File: src/rtl/cellrv32_cpu_cp_dispatch_if.sv
// Co-processor array bus: per-slot implemented flags, start pulses, result valids and results.
// No storage and no latency of its own; the array returns each result one cycle after its valid.
// No backpressure: a slot answers a start with a valid whenever it is ready.
interface cellrv32_cpu_cp_dispatch_if #(
    parameter int NUM_CP = 8,
    parameter int XLEN   = 32
);
    logic [NUM_CP-1:0]      cp_en;
    logic [NUM_CP-1:0]      cp_start;
    logic [NUM_CP-1:0]      cp_valid;
    logic [NUM_CP*XLEN-1:0] cp_res;

    // master: the CPU-side dispatcher; slave: the co-processor array
    modport master (
        input  cp_en,
        input  cp_valid,
        input  cp_res,
        output cp_start
    );

    modport slave (
        output cp_en,
        output cp_valid,
        output cp_res,
        input  cp_start
    );
endinterface

File: src/rtl/cellrv32_cpu_cp_dispatch.sv
// Co-processor dispatcher: one-hot start pulse, wait for the slot's valid, capture its result, pulse done/exc.
// Latency: request to done is 3 cycles minimum, N+3 when valid comes N cycles after start; unimplemented slot 1 cycle.
// Backpressure: requests are taken only while idle and never queued; CELLRV32_CP_TIMEOUT_EN adds a BUSY timeout.
module cellrv32_cpu_cp_dispatch #(
    parameter int XLEN     = 32,
    parameter int NUM_CP   = 8,
    parameter int TMO_BITS = 7,
    localparam int IDXW    = $clog2(NUM_CP)
) (
    input  logic                                clk_i,
    input  logic                                rst_i,
    input  logic                                req_i,
    input  logic [IDXW-1:0]                     sel_i,
    input  logic                                abort_i,
    cellrv32_cpu_cp_dispatch_if.master          cp,
    output logic [XLEN-1:0]                     res_o,
    output logic                                done_o,
    output logic                                exc_o,
    output logic                                busy_o
);

    if (NUM_CP < 2 || TMO_BITS < 2) begin : g_param_chk
        $error("cellrv32_cpu_cp_dispatch: NUM_CP and TMO_BITS must both be at least 2");
    end

    typedef enum logic [1:0] {
        IDLE  = 2'd0,
        START = 2'd1,
        BUSY  = 2'd2,
        CAPT  = 2'd3
    } state_t;

    state_t            state_q, state_nxt;
    logic [IDXW-1:0]   idx_q;
    logic              sel_in_range;
    logic              slot_ok;
    logic              accept;
    logic              valid_sel;
    logic [XLEN-1:0]   res_sel;
    logic              tmo_hit;

    logic [NUM_CP-1:0] start_q, start_nxt;
    logic [XLEN-1:0]   res_nxt;
    logic              done_nxt, exc_nxt;

    // Indices past the last slot only exist when NUM_CP is not a power of two.
    if ((1 << IDXW) == NUM_CP) begin : g_sel_full
        assign sel_in_range = 1'b1;
    end else begin : g_sel_part
        assign sel_in_range = ({1'b0, sel_i} < (IDXW+1)'(NUM_CP));
    end

    always_comb begin
        slot_ok = 1'b0;
        if (sel_in_range) begin
            slot_ok = cp.cp_en[sel_i];
        end
    end

    assign accept    = (state_q == IDLE) && req_i && slot_ok && !abort_i;
    assign valid_sel = cp.cp_valid[idx_q];
    assign res_sel   = cp.cp_res[idx_q*XLEN +: XLEN];

`ifdef CELLRV32_CP_TIMEOUT_EN
    localparam logic [TMO_BITS-1:0] TMO_LAST = TMO_BITS'((2 ** TMO_BITS) - 2);

    logic [TMO_BITS-1:0] tmo_cnt_q;

    // Counts silent BUSY cycles; the one that would reach the all-ones value is the last one allowed.
    always_ff @(posedge clk_i) begin
        if (rst_i || state_q != BUSY) begin
            tmo_cnt_q <= '0;
        end else if (!valid_sel) begin
            tmo_cnt_q <= tmo_cnt_q + 1'b1;
        end
    end

    assign tmo_hit = (tmo_cnt_q == TMO_LAST);
`else
    assign tmo_hit = 1'b0;
`endif

    always_ff @(posedge clk_i) begin
        if (rst_i) begin
            state_q <= IDLE;
            idx_q   <= '0;
        end else begin
            state_q <= state_nxt;
            if (accept) begin
                idx_q <= sel_i;
            end
        end
    end

    always_comb begin
        state_nxt = state_q;
        if (abort_i) begin
            state_nxt = IDLE;
        end else begin
            case (state_q)
                IDLE:    if (req_i && slot_ok) state_nxt = START;
                START:   state_nxt = valid_sel ? CAPT : BUSY;
                BUSY: begin
                    if (valid_sel) begin
                        state_nxt = CAPT;
                    end else if (tmo_hit) begin
                        state_nxt = IDLE;
                    end
                end
                CAPT:    state_nxt = IDLE;
                default: state_nxt = IDLE;
            endcase
        end
    end

    // Next values of the registered outputs; abort swallows every pulse and leaves res_o alone.
    always_comb begin
        start_nxt = '0;
        done_nxt  = 1'b0;
        exc_nxt   = 1'b0;
        res_nxt   = res_o;
        if (!abort_i) begin
            case (state_q)
                IDLE: begin
                    if (req_i) begin
                        if (slot_ok) begin
                            start_nxt[sel_i] = 1'b1;
                        end else begin
                            done_nxt = 1'b1;
                            exc_nxt  = 1'b1;
                            res_nxt  = '0;
                        end
                    end
                end
                BUSY: begin
                    if (!valid_sel && tmo_hit) begin
                        done_nxt = 1'b1;
                        exc_nxt  = 1'b1;
                        res_nxt  = '0;
                    end
                end
                CAPT: begin
                    done_nxt = 1'b1;
                    res_nxt  = res_sel;
                end
                default: ;
            endcase
        end
    end

    always_ff @(posedge clk_i) begin
        if (rst_i) begin
            start_q <= '0;
            done_o  <= 1'b0;
            exc_o   <= 1'b0;
            res_o   <= '0;
        end else begin
            start_q <= start_nxt;
            done_o  <= done_nxt;
            exc_o   <= exc_nxt;
            res_o   <= res_nxt;
        end
    end

    // The start register is set on entry to START; a flush raised during that cycle still kills the pulse.
    assign cp.cp_start = start_q & {NUM_CP{~abort_i}};
    assign busy_o      = (state_q != IDLE);

endmodule
File: src/flat_wrapper.sv
// flat-port wrapper written by rule: the top's interface ports become plain ports
module cellrv32_cpu_cp_dispatch_flat 
#(
    parameter int XLEN     = 32,
    parameter int NUM_CP   = 8,
    parameter int TMO_BITS = 7,
    localparam int IDXW    = $clog2(NUM_CP)
)
  (clk_i, rst_i, req_i, sel_i, abort_i, res_o, done_o, exc_o, busy_o, cp_cp_en, cp_cp_valid, cp_cp_res, cp_cp_start);
  cellrv32_cpu_cp_dispatch_if #(.NUM_CP(NUM_CP), .XLEN(XLEN)) cp_i ();
  input  logic clk_i;
  input  logic rst_i;
  input  logic req_i;
  input  logic [IDXW-1:0] sel_i;
  input  logic abort_i;
  output logic [XLEN-1:0] res_o;
  output logic done_o;
  output logic exc_o;
  output logic busy_o;
  input wire logic [$bits(cp_i.cp_en)-1:0] cp_cp_en;
  input wire logic [$bits(cp_i.cp_valid)-1:0] cp_cp_valid;
  input wire logic [$bits(cp_i.cp_res)-1:0] cp_cp_res;
  output wire logic [$bits(cp_i.cp_start)-1:0] cp_cp_start;
  assign cp_i.cp_en = cp_cp_en;
  assign cp_i.cp_valid = cp_cp_valid;
  assign cp_i.cp_res = cp_cp_res;
  assign cp_cp_start = cp_i.cp_start;
  cellrv32_cpu_cp_dispatch #(.XLEN(XLEN), .NUM_CP(NUM_CP), .TMO_BITS(TMO_BITS)) u_core (.clk_i(clk_i), .rst_i(rst_i), .req_i(req_i), .sel_i(sel_i), .abort_i(abort_i), .cp(cp_i), .res_o(res_o), .done_o(done_o), .exc_o(exc_o), .busy_o(busy_o));
endmodule
File: config.mk
export PLATFORM = sky130hd
export DESIGN_NAME = cellrv32_cpu_cp_dispatch_flat
export DESIGN_NICKNAME = d
export VERILOG_FILES = /design/src/rtl/cellrv32_cpu_cp_dispatch_if.sv /design/src/rtl/cellrv32_cpu_cp_dispatch.sv /design/src/flat_wrapper.sv
export SDC_FILE = /design/constraint.sdc
export NUM_CORES = 1
export LEC_CHECK = 0
export CAP_MARGIN = 5
export CORE_AREA = 2 2 124 126
export DETAILED_ROUTE_END_ITERATION = 7
export DIE_AREA = 0 0 126 128
export PLACE_DENSITY = 0.7
export RECOVER_POWER = 100
export REMOVE_ABC_BUFFERS = 1
export SLEW_MARGIN = 40
export SYNTH_ARGS = -nofsm -noshare
export SYNTH_HDL_FRONTEND = slang
export SYNTH_SLANG_ARGS = --single-unit
File: constraint.sdc
create_clock -name clk_i -period 2.8 [get_ports clk_i]
set_clock_uncertainty 0.05 [all_clocks]
set_input_delay 0.56 -clock clk_i [delete_from_list [all_inputs] [get_ports clk_i]]
set_output_delay 0.56 -clock clk_i [all_outputs]
set_load 0.05 [all_outputs]
== Word-level counts from Yosys, hierarchy flattened ==
Cells that the tools add are included.

* $lt $le $gt $ge: 3
* Reduce and logical (&&, ||, !) cells: 14
* Muxes and demuxes: 16
* Bitwise logic cells: 5
* Shift-type cells: 1
* Eq/ne operators: 7

{| class="wikitable"
|+ Operators with widths
! kind !! number
|-
| $shiftx 256x9->32 || 1
|-
| $mux 32 || 2
|-
| $pmux 32 s2 || 1
|-
| $and 8x8->8 || 1
|-
| $lt 3x4->1 const B || 2
|-
| $pmux 2 s4 || 1
|-
| $bmux 1 s3 || 2
|-
| $mux 1 || 6
|-
| $ne 2x2->1 const B || 3
|-
| $logic_and 1x1->1 || 5
|-
| $reduce_or 5->1 || 1
|-
| $eq 2x2->1 const B || 2
|-
| $mux 2 || 2
|-
| $not 1->1 || 4
|-
| $reduce_and 4->1 || 1
|-
| $reduce_bool 2->1 || 2
|-
| $demux 1 s3 || 1
|-
| $ge 3x1->1 const B || 1
|-
| $reduce_or 3->1 || 1
|-
| $eq 2x1->1 const B || 1
|-
| $logic_not 2->1 || 1
|-
| $ne 2x1->1 const B || 1
|-
| $pmux 1 s2 || 1
|-
| $reduce_and 2->1 || 1
|-
| 2 further kinds || 2
|}

* Output and inout port bits: 43
* Bits of input ports: 279
* Register bits: 47
* Logic and storage cells: 52

== Longest topological paths before layout ==
* Word-level depth: 5
* Mapped depth: 9

== Worst setup path after synthesis ==
Ideal clock, no wire load.

* Path kind: in2reg
* From: input port sel_i[0]
* To: register u_core.res_o[0]
* Path buffers: 3
* Slack: 0.656 ns
* Data arrival time: 1.975 ns
* Cell stages on the path: 8
* Cell sequence: buf_6 > mux2_4 > a211oi_4 > nand4_2 > a21o_1 > buf_6 > buf_12 > mux2i_1

* Cells in the longest elaborated chain, start to end: 4

{| class="wikitable"
|+ RTL lines
! what !! line !! source
|-
| from (decl) || flat_wrapper.sv:14 || <nowiki>input logic [IDXW-1:0] sel_i;</nowiki>
|-
| $bmux 1 s3 || cellrv32_cpu_cp_dispatch.sv:56 || <nowiki>slot_ok = cp.cp_en[sel_i];</nowiki>
|-
| $mux 1 (implied by the code) || cellrv32_cpu_cp_dispatch.sv:56 ||
|-
| $ne 2x2->1 (no source line) || -- ||
|-
| $reduce_and 4->1 (no source line) || -- ||
|-
| to (signal assigned) || cellrv32_cpu_cp_dispatch.sv:161 || <nowiki>res_o <= res_nxt;</nowiki>
|-
| to (decl) || cellrv32_cpu_cp_dispatch.sv:16 || <nowiki>output logic [XLEN-1:0] res_o,</nowiki>
|}

No other way between the ends. The select of a mux whose other input is x is not followed.
A chain may end at the register's enable or synchronous reset.

== Worst setup path after layout ==
* From: input port sel_i[1]
* To: register u_core.res_o[7]

The elaborated chain is that of the path after synthesis.

==> metrics.md <==
| Metric | Value |
|---|---|
| Capturing element type of the critical path | `flip-flop` |
| Finished layout cell area | `7670 um^2` |
| Largest family of logic cells by synthesized area | `multiplexers` |
| Average vias per placed instance | `4.85` |
| Count of input and output buffers | `roughly 320` |
| Post-synthesis mux area share | `0.536` |
| Total Power Consumption | `2.05 mW` |
| Area share of the leading cell type in the synthesized netlist | `0.357` |
| Die outline width | `126 um` |
| Final worst path period need | `2.64 ns` |
| Number of cells on the worst hold path | `2` |
| Simple-gate area share of the yosys netlist | `0.134` |
| Critical Path AT | `around 2.8 ns` |
| Standby leakage power | `2.86 nW` |
| CTS Hold Bufs | `0` |
| Clock transition time at the flip-flop clock pins of the worst setup and hold paths | `around 0.06 ns` |
| Number of unique standard cell types used by synthesis | `37` |
| Dpl cell area | `roughly 7700 um^2` |
| Final Cycle Share | `0.941` |
| Hold Path Class | `reg2reg` |
| Clock latency reported for the late side of the worst-skew pair | `approximately 0.28 ns` |
| DR iter-0 viols | `155` |
| Remaining max-slew budget at the tightest pin | `0.585` |
| Xor/xnor share of the synthesized area | `0` |
| Root Driver | `sky130_fd_sc_hd__clkbuf_16` |
| Total number of clock tree sinks | `47` |
| Outcome | `finished, final reports clean` |
| Post-synthesis to final-layout area growth | `84.1%` |
| TritonCTS clock tree | `built` |
| Highest ir drop seen on vdd | `0.194 mV` |
| Post-CTS setup buffers | `0` |
| Average instance area after synthesis | `12.0 um^2` |
| Synthesis warning total | `0` |
| Critical path required time | `2.96 ns` |
| Number of gates given a new drive strength after cts | `0` |
| Cells taking the most area after synthesis | `sky130_fd_sc_hd__mux4_2 (36%), sky130_fd_sc_hd__dfxtp_1 (23%), sky130_fd_sc_hd__mux2i_1 (8.9%), sky130_fd_sc_hd__mux2_2 (8.6%), sky130_fd_sc_hd__nand2b_1 (4.8%)` |
| DRC violation count after routing | `0` |
| First element of the critical path | `sel_i[1]` |
| Total I/O pin count | `322` |
| Post-synth design cell area | `4170 um^2` |
| Antenna violations before repair | `1` |
| Post-detailed-placement half-perimeter wirelength | `13.0 mm` |
| Total via count after detailed routing | `about 4100` |
| Overall routing resource usage | `0.187` |
| Final antenna-violating net count | `0` |
| Most frequent standard cell in the layout excluding fill and tap cells | `sky130_fd_sc_hd__clkdlybuf4s50_1` |
| Final slew viol count | `0` |
| Achievable Freq | `between 300 and 400 MHz` |
| Cell taking the most area after synthesis | `sky130_fd_sc_hd__mux4_2` |
| Post-synthesis share of cell area spent on full adders, half adders and majority gates | `0.0150` |
| Net count, final | `between 900 and 1000` |
| Worst setup path category | `in2reg` |
| Type of origin of the critical path | `input port` |
| Share of cells above drive strength 1 | `0.208` |
| Critical-path maximum fanout | `20` |
| Placeable core region | `14900 um^2` |
| Number of clock buffers inserted by TritonCTS | `5` |
| Length of the first detailed-routing pass in iterations | `4` |
| Die area | `16100 um^2` |
| R2r worst-path depth | `5` |
| RSZ-0062 raised after global routing | `false` |
| H-tree lvl count | `2` |
| Pin count of the biggest net entering global routing | `37` |
| Setup-failing EPs final | `0` |
| Min-delay src | `u_core.res_o[28]$_SDFFE_PP0P_` |
| Max-cap violations | `0` |
| Number of buffers between clock root and the deepest sink | `2` |
| Highest-count cells in the layout ignoring fill and taps | `sky130_fd_sc_hd__clkdlybuf4s50_1 (277), sky130_fd_sc_hd__mux4_2 (66), sky130_fd_sc_hd__dfxtp_1 (44), sky130_fd_sc_hd__nand2_1 (39), sky130_fd_sc_hd__mux2i_1 (37)` |
| Final hold viol count | `0` |
| Routability Congestion | `0.864` |
| Critical register-to-register path startpoint | `u_core.idx_q[0]$_SDFFE_PP0P_` |
| Post-DR wirelength/cell | `18.2 um` |
| Number of cells produced by synthesis | `347` |
| Post-synthesis compound-gate area fraction | `0.0315` |
| Slew at the pin with the worst max-slew slack | `0.621 ns` |
| Starting density of the core | `0.280` |
| Number of inserted filler cells in the final layout | `1369` |
| Die Span Y | `128 um` |
| Overall overflow remaining after global route | `0` |
| Row Count | `45` |
| Number of synthesized register bits | `47` |
| First-pass GRT wire length | `approximately 24 mm` |
| Number of global-route vias before repair | `4528` |
| Total length of routed wires | `~15 mm` |
| P per Cell Area | `268 nW/um^2` |
| Share of synthesized area occupied by flip-flops and latches | `0.226` |
## metrics by stage
stage / setup TNS [ns] / instances / setup slack [ns] / utilization / hold slack (ns)
6_report: 0 / 847 / 0.164 / 0.516 / 0.420
5_1_grt: 0 / 847 / 0.0599 / 0.516 / 0.443
4_1_cts: 0 / 846 / 0.183 / 0.527 / 0.427
3_5_place_dp: 0 / 838 / 0.0505 / 0.517 / 0.415
3_3_place_gp: 0 / 838 / 0.149 / 0.517 / 0.411
2_1_floorplan: -43.89 / 313 / -1.38 / - / 0.421
## flip-flops by register name, indices dropped and copies added (netlist names)
| signal | count |
|---|---|
| u_core.res_o | 32 |
| u_core.start_q | 8 |
| u_core.idx_q | 3 |
| u_core.state_q | 2 |
| u_core.done_o | 1 |
| u_core.exc_o | 1 |
## worst max-delay path: stages
cell	delay (ns)
sky130_fd_sc_hd__dlygate4sd3_1	0.65
sky130_fd_sc_hd__or2b_2	0.36
sky130_fd_sc_hd__o32a_4	0.35
sky130_fd_sc_hd__nand4_2	0.12
sky130_fd_sc_hd__a21o_2	0.15
sky130_fd_sc_hd__buf_4	0.33
sky130_fd_sc_hd__mux2i_1	0.24
## synthesized netlist by cell type (all sizes together)
master / count
o32a: 2
nor2b: 9
buf: 14
nand2: 39
ha: 5
a311oi: 1
a31o: 1
a211oi: 2
nand4b: 1
inv: 7
a2111oi: 1
mux4: 66
nand2b: 32
and2: 1
clkbuf: 20
mux2i: 37
dfxtp: 47
o22ai: 1
o21ai: 1
nor3: 3
nor2: 13
and4: 1
and2b: 1
mux2: 33
nand3: 1
nand4: 2
or2b: 3
a21o: 2
nor4b: 1
## cells by family (layout without fill, tap and decap cells)
kind of cell / after synthesis / after routing
buf+inv: 41 / 352
mux: 136 / 136
fa+ha+maj: 5 / 5
compound gates: 11 / 11
flops: 47 / 47
other cells: 0 / 1
simple gates: 107 / 107
## final cells by class
| type | instances | area, um^2 | area share |
|---|---|---|---|
| tap | 188 | 235 | 0.0307 |
| clock inverter | 2 | 16.3 | 0.00212 |
| clock buffer | 6 | 139 | 0.0181 |
| timing repair buffer | 337 | 3330 | 0.435 |
| sequential | 47 | 947 | 0.124 |
| inverter | 7 | 26.3 | 0.00343 |
| multi-input combinational | 259 | 2970 | 0.387 |
| antenna | 1 | 2.50 | 0.000326 |
## layer usage
layer	vias to the layer above	GRT usage	wire length, um
li1	1937	-	-
met1	1983	0.216	6060
met2	177	0.349	8120
met3	14	0.0459	1050
met4	0	0.0401	184
met5	-	0	0
## worst paths after layout
path,slack [ns],endpoint
setup / recovery,0.16,u_core.res_o[7]$_SDFFE_PP0P_
hold / removal,0.42,u_core.res_o[28]$_SDFFE_PP0P_
setup reg to reg,0.67,u_core.res_o[3]$_SDFFE_PP0P_
hold reg to reg,0.42,u_core.res_o[28]$_SDFFE_PP0P_
## power breakdown
part	leakage (nW)	internal, mW	switching [mW]
clock	0.0731	0.357	0.260
combinational	2.40	0.552	0.195
sequential	0.381	0.673	0.0145
total	2.86	1.58	0.470
Note: power is estimated with default switching activity, not from simulation.
